File: src/rtl/code_word_to_bcd_bin.sv
// code_word_to_bcd_bin
//   Sequential decoder from the 10-state hgfe digit code to packed BCD and
//   binary. A word of DIGITS code digits is accepted in IDLE, decoded one
//   digit per clock (most significant first), then held in DONE until the
//   consumer takes it.
// Ports
//   clk, rst            rising-edge clock, synchronous active-high reset
//   in_valid/in_ready   input handshake (in_ready only in IDLE)
//   in_code             DIGITS x 4-bit code digits, MS digit in the top nibble
//   out_valid/out_ready output handshake
//   out_bcd             packed BCD, same digit order as in_code
//   out_bin             binary value of the decoded digits, mod 2^BIN_W
//   out_err             set when any digit held an invalid code
//   err_mask            bit i set when digit i held an invalid code
module code_word_to_bcd_bin #(
  parameter int unsigned DIGITS = 4,
  parameter int unsigned BIN_W  = 14
) (
  input  logic                clk,
  input  logic                rst,
  input  logic                in_valid,
  output logic                in_ready,
  input  logic [4*DIGITS-1:0] in_code,
  output logic                out_valid,
  input  logic                out_ready,
  output logic [4*DIGITS-1:0] out_bcd,
  output logic [BIN_W-1:0]    out_bin,
  output logic                out_err,
  output logic [DIGITS-1:0]   err_mask
);

  localparam int unsigned CODE_W = 4 * DIGITS;
  localparam int unsigned CNT_W  = (DIGITS > 1) ? $clog2(DIGITS) : 1;

  typedef enum logic [1:0] {S_IDLE, S_CONV, S_DONE} state_t;

  state_t              r_state;
  state_t              w_state_nxt;
  logic [CODE_W-1:0]   r_shift;
  logic [CODE_W-1:0]   r_bcd;
  logic [BIN_W-1:0]    r_bin;
  logic [DIGITS-1:0]   r_mask;
  logic                r_err;
  logic [CNT_W-1:0]    r_cnt;
  logic                r_in_ready;
  logic                r_out_valid;

  logic [3:0]          w_top;
  logic [3:0]          w_digit;
  logic                w_inv;
  logic                w_accept;
  logic                w_last;
  logic                w_in_ready_nxt;
  logic                w_out_valid_nxt;

  assign w_top    = r_shift[CODE_W-1 -: 4];
  assign w_accept = (r_state == S_IDLE) && in_valid && r_in_ready;
  assign w_last   = (r_cnt == CNT_W'(DIGITS - 1));

  // Code table lookup; invalid codes decode as 0 and raise w_inv
  always_comb begin
    w_digit = 4'd0;
    w_inv   = 1'b0;
    case (w_top)
      4'b0000: w_digit = 4'd0;
      4'b0001: w_digit = 4'd1;
      4'b0011: w_digit = 4'd2;
      4'b0100: w_digit = 4'd3;
      4'b0101: w_digit = 4'd4;
      4'b0111: w_digit = 4'd5;
      4'b1001: w_digit = 4'd6;
      4'b1011: w_digit = 4'd7;
      4'b1100: w_digit = 4'd8;
      4'b1101: w_digit = 4'd9;
      default: w_inv   = 1'b1;
    endcase
  end

  // State register
  always_ff @(posedge clk) begin
    if (rst) r_state <= S_IDLE;
    else     r_state <= w_state_nxt;
  end

  // Next-state logic
  always_comb begin
    w_state_nxt = r_state;
    case (r_state)
      S_IDLE:  if (w_accept)  w_state_nxt = S_CONV;
      S_CONV:  if (w_last)    w_state_nxt = S_DONE;
      S_DONE:  if (out_ready) w_state_nxt = S_IDLE;
      default:                w_state_nxt = S_IDLE;
    endcase
  end

  // Handshake outputs are looked up from the next state so they register
  // in step with the state itself
  always_comb begin
    w_in_ready_nxt  = 1'b0;
    w_out_valid_nxt = 1'b0;
    case (w_state_nxt)
      S_IDLE:  w_in_ready_nxt  = 1'b1;
      S_DONE:  w_out_valid_nxt = 1'b1;
      default: ;
    endcase
  end

  always_ff @(posedge clk) begin
    if (rst) begin
      r_in_ready  <= 1'b0;
      r_out_valid <= 1'b0;
    end else begin
      r_in_ready  <= w_in_ready_nxt;
      r_out_valid <= w_out_valid_nxt;
    end
  end

  // Datapath: capture on accept, one digit per clock while converting.
  // The mask shifts in from the LSB, so the MS digit's flag ends at bit DIGITS-1.
  always_ff @(posedge clk) begin
    if (rst) begin
      r_shift <= '0;
      r_bcd   <= '0;
      r_bin   <= '0;
      r_mask  <= '0;
      r_err   <= 1'b0;
      r_cnt   <= '0;
    end else if (w_accept) begin
      r_shift <= in_code;
      r_bcd   <= '0;
      r_bin   <= '0;
      r_mask  <= '0;
      r_err   <= 1'b0;
      r_cnt   <= '0;
    end else if (r_state == S_CONV) begin
      r_shift <= r_shift << 4;
      r_bcd   <= (r_bcd << 4) | CODE_W'(w_digit);
      r_bin   <= BIN_W'(r_bin * BIN_W'(10)) + BIN_W'(w_digit);
      r_mask  <= (r_mask << 1) | DIGITS'(w_inv);
      r_err   <= r_err | w_inv;
      r_cnt   <= r_cnt + CNT_W'(1);
    end
  end

  assign in_ready  = r_in_ready;
  assign out_valid = r_out_valid;
  assign out_bcd   = r_bcd;
  assign out_bin   = r_bin;
  assign out_err   = r_err;
  assign err_mask  = r_mask;

endmodule
File: config.mk
export PLATFORM = sky130hd
export DESIGN_NAME = code_word_to_bcd_bin
export DESIGN_NICKNAME = d
export VERILOG_FILES = /design/src/rtl/code_word_to_bcd_bin.sv
export SDC_FILE = /design/constraint.sdc
export NUM_CORES = 1
export LEC_CHECK = 0
export ABC_CLOCK_PERIOD_IN_PS = 3350
export CORE_AREA = 2 2 87 89
export CTS_BUF_LIST = sky130_fd_sc_hd__clkbuf_8
export DETAILED_ROUTE_END_ITERATION = 8
export DIE_AREA = 0 0 89 91
export DONT_BUFFER_PORTS = 1
export RECOVER_POWER = 50
export SLEW_MARGIN = 25
export SYNTH_ARGS = -nofsm -noshare
export SYNTH_HDL_FRONTEND = slang
export SYNTH_SLANG_ARGS = --single-unit
File: constraint.sdc
create_clock -name clk -period 3.35 [get_ports clk]
set_input_delay 0.335 -clock clk [delete_from_list [all_inputs] [get_ports clk]]
set_output_delay 0.335 -clock clk [all_outputs]
set_load 0.01 [all_outputs]
# Yosys cells after proc, flatten, opt, wreduce, memory -nomap -nowiden

Cells that the tools add are included.

Add/sub/neg operators: 2
Multipliers: 1
Equal/unequal tests: 13
Mux-type cells: 10
Bitwise operators: 3
Reduce and logical (&&, ||, !) cells: 8

Operator list:

| kind                  | count |
|---|---|
| $pmux 4 s9            | 1 |
| $mux 16               | 2 |
| $eq 4x4->1 const B    | 4 |
| $or 16x4->16          | 1 |
| $add 14x4->14         | 1 |
| $mul 14x3->13 const B | 1 |
| $eq 4x3->1 const B    | 3 |
| $reduce_or 10->1      | 1 |
| $eq 2x2->1 const B    | 3 |
| $mux 2                | 3 |
| $pmux 2 s3            | 1 |
| $eq 4x1->1 const B    | 1 |
| $eq 4x2->1 const B    | 1 |
| $logic_not 2->1       | 2 |
| $logic_not 4->1       | 1 |
| $or 4x1->4            | 1 |
| $mux 1                | 3 |
| $add 2x1->2 const B   | 1 |
| $eq 2x1->1 const B    | 1 |
| $logic_and 1x1->1     | 2 |
| $reduce_bool 2->1     | 1 |
| $reduce_or 2->1       | 1 |
| $or 1x1->1            | 1 |

Register bits: 57
Bits of input ports: 20
Output and inout bits: 37

# Longest topological paths before layout

Word-level depth: 7
Mapped depth: 11
Mapped depth without buffers: 11

# Worst setup path before layout

Ideal clock, no wire load.

Path kind: reg2reg
Start point: reg r_bin[1] (netlist: out_bin[1])
End point: reg r_bin[13] (netlist: out_bin[13])
Library setup time: 74 ps
Data arrival time: 2872 ps
Required time: 3276 ps
Setup slack: 404 ps
Stages on the path, launching flop included: 10
Path through: dfxtp_1 ha_1 ha_1 fa_1 a21o_1 a221oi_1 xnor2_1 nand4_1 or4_1 a31oi_1

Word-level cells in the longest chain between the ends: 2

Ends and longest elaborated chain:

| element                | RTL line | RTL |
|---|---|---|
| start, declared        | 41       | `logic [BIN_W-1:0] r_bin;` |
| start signal, assigned | 138      | `r_bin <= BIN_W'(r_bin * BIN_W'(10)) + BIN_W'(w_digit);` |
| $mul 14x3->13          | 138      |  |
| $add 14x4->14          | 138      |  |

Every way passes these cells.
A chain may end at the register's enable or synchronous reset.

# Worst setup path after layout

Same ends and word-level chain as after synthesis.

==> impl_metrics.toml <==
[critical_path]
crit_arrival_ns = 3.29
critical_path.max_fanout = 3
endpoint_kind = "flip-flop"
r2r_end = "out_bin[13]"
r2r-start = "out_bin[1]"
reg2reg_depth = 9
required_ns = 3.59
rrSetupSlack_ns = 0.30
startpoint_type = "flip-flop"
crit_type = "flip-flop to flip-flop"

[timing]
grt_setup_unrepaired = "false"
setup_violations = 0
final.setup_skew_ns = 0.01078
setup_ws_ns = 0.2957
period_share = 0.9117
setup-tns-final_ns = 0
hold_viol = 0
holdWs_ns = 0.07736
fmax_mhz = 327.4
slew_viol_final = 0
min_period_ns = 3.054
tightest_slew_ns = 1.093
maxSlewHeadroom = 0.2696

[logic_synthesis]
syn_avg_cell_area_um2 = 8.296
async_reset_ff_frac = 0
syn_area_um2 = 2895
ys_top_cells_by_area = "dfxtp_1, ha_1, nand2_1"
synth_warnings = 0
synthCells = 349
yosysTopAreaCell = "dfxtp_1"
synth-edff-count = 0
seq_area_frac_synth = 0.3872
synth_fp_nets = 394
ys_ff_latch = 56
synthFlopType = "dfxtp_1"
yosysUniqueCellTypes = 45
synth_top_cell_area_share = 0.3872

[global_routing]
grt_pass1_wl_um = 10760
grt_max_degree = 47
grt_overflow = 0
grt_busiest_layer = "met2"
grt_usage = 0.1669
gr-usage-met1 = 0.2279
grt_pass1_vias = 2251
use_met2 = 0.2488
grt_use_met3 = 0.05364
antenna_found_initial = 0

[pwr]
peakVddDrop_v = 0.0002151
cellPowerDensity_nw_per_um2 = 430.0
p_int_mw = 0.9173
pwr-share-comb = 0.157
clockPowerShare = 0.296
total_power_mw = 1.311
power_switching_mw = 0.3934
seqPwrFrac = 0.547
leakagePower_nw = 1.142
swShare = 0.3001

[detailed_routing]
drt_first_iter_violations = 98
wl_um = 6624
vias = 2353
wl_per_cell_um = 15.05
drc = 0
postRouteAntennaNets = 0
via_per_inst = 5.348
drtPass1Iterations = 6

[floorplanning]
chipHeight_um = 91
core_area_um2 = 7137
die_area_um2 = 8099
rows = 31
die_x_um = 89
top_level_ports = 57
start_util = 0.4057

[finish]
nFillCells = 761
drive_above_1_share = 0.05279
syn_to_final_growth_pct = 5.272
final_common_cell = "nand2_1"
layout_common_cells = "nand2_1, dfxtp_1, a21oi_1"
diodes = 0
final_nets = 385

[clock_network]
root_buffer = "clkbuf_8"
cts_buffers = 5
htree_levels = 2
clk_pin_slew_worst_paths_ns = 0.11
cts_tree = "yes"
cts_hold_buf = 0
clk_path_buf_depth = 2
clkLatencyLatePin_ns = 0.31
cts_sinks = 56
cts_resized = 0
cts_setup_buffers = 0

[hold_path]
hold_path_end = "r_shift[3]"
hp-start = "rst"
hold_class = "primary input to flip-flop"
hold_depth = 1

[place]
dp.final_hpwl_um = 4596
post-place-ws_ns = 0.3409
place.gp.congestion = 0.8255
port_buffers = 0

[status]
run_status = "complete, no violations"

[job]
maxCapViolations = 0
## cell type report
| type | instances | area, um2 | share of cell area |
|---|---|---|---|
| repair buffers | 6 | 27.53 | 0.009031 |
| flip-flops and latches | 56 | 1121 | 0.3678 |
| well taps | 99 | 123.9 | 0.04064 |
| clock buffers | 5 | 68.82 | 0.02258 |
| multi-input cells | 269 | 1678 | 0.5505 |
| inverters | 2 | 7.507 | 0.002463 |
| clock inverters | 3 | 21.27 | 0.006979 |
## through the flow
step	area, um2	utilization	instances
after floorplan	2895	-	349
after global placement	2983	0.4180	432
after detailed placement	2983	0.4180	432
after CTS	3073	0.4306	440
after global routing	3048	0.4271	440
final	3048	0.4271	440
## registers in the layout, summed over array words and instances (netlist names)
register	flops
out_bcd	16
err_mask	4
r_state	2
out_err	1
out_bin	13
out_valid	1
r_cnt	2
r_shift	16
in_ready	1
## per-layer routing
metal | wire length (um) | share of wire
met1 | 3202 | 0.48
met2 | 2919 | 0.44
met3 | 427 | 0.064
met4 | 74 | 0.011
met5 | 0 | 0
## synth_stat cells, drive strengths merged (5+ instances only)
cell type / instances
nand2: 70
dfxtp: 56
a21oi: 46
ha: 23
nor2: 23
clkbuf: 19
a22oi: 14
nand3: 9
xnor2: 9
a211oi: 8
nor3: 7
o21ai: 7
xor2: 7
a21o: 5
## power groups by stage
stage / Clock (mW) / Combinational [mW] / Sequential [mW]
after floorplan: 0 / 0.170 / 0.728
after global placement: 0 / 0.205 / 0.733
after detailed placement: 0 / 0.210 / 0.734
after CTS: 0.400 / 0.211 / 0.718
after global routing: 0.425 / 0.232 / 0.722
final: 0.388 / 0.206 / 0.718
## critical path, cell delays in order, from the launching register on
cell and delay, ns:
dfxtp_1 0.33, ha_1 0.29, ha_1 0.23, fa_1 0.40, a21o_1 0.23, a221oi_1 0.46, xnor2_1 0.17, nand4_1 0.19
or4_1 0.52, a31oi_1 0.17
## kinds of logic (layout without fill, tap and decap cells)
logic type / count (synthesis) / count (layout) / synth area share
AND/OR/NAND/NOR: 133 / 133 / 0.2070
AO/OA/AOI/OAI: 94 / 94 / 0.2031
flip-flops: 56 / 56 / 0.3872
adder cells (fa/ha/maj): 25 / 25 / 0.1132
buffers and inverters: 24 / 16 / 0.03328
XOR/XNOR: 17 / 17 / 0.05618
## how the worst max path moves through the flow
| stage | from | endpoint | slack, ns | depth (start not counted) |
|---|---|---|---|---|
| final | out_bin[1] | out_bin[13] | 0.30 | 9 |
| after global routing | out_bin[1] | out_bin[13] | 0.11 | 9 |
| after detailed placement | out_bin[1] | out_bin[13] | 0.34 | 9 |
| after global placement | out_bin[1] | out_bin[13] | 0.43 | 9 |
| after floorplan | out_bin[1] | out_bin[13] | 0.40 | 9 |
| after CTS | out_bin[1] | out_bin[13] | 0.32 | 9 |
No activity file was read; power rests on OpenSTA's default activity.
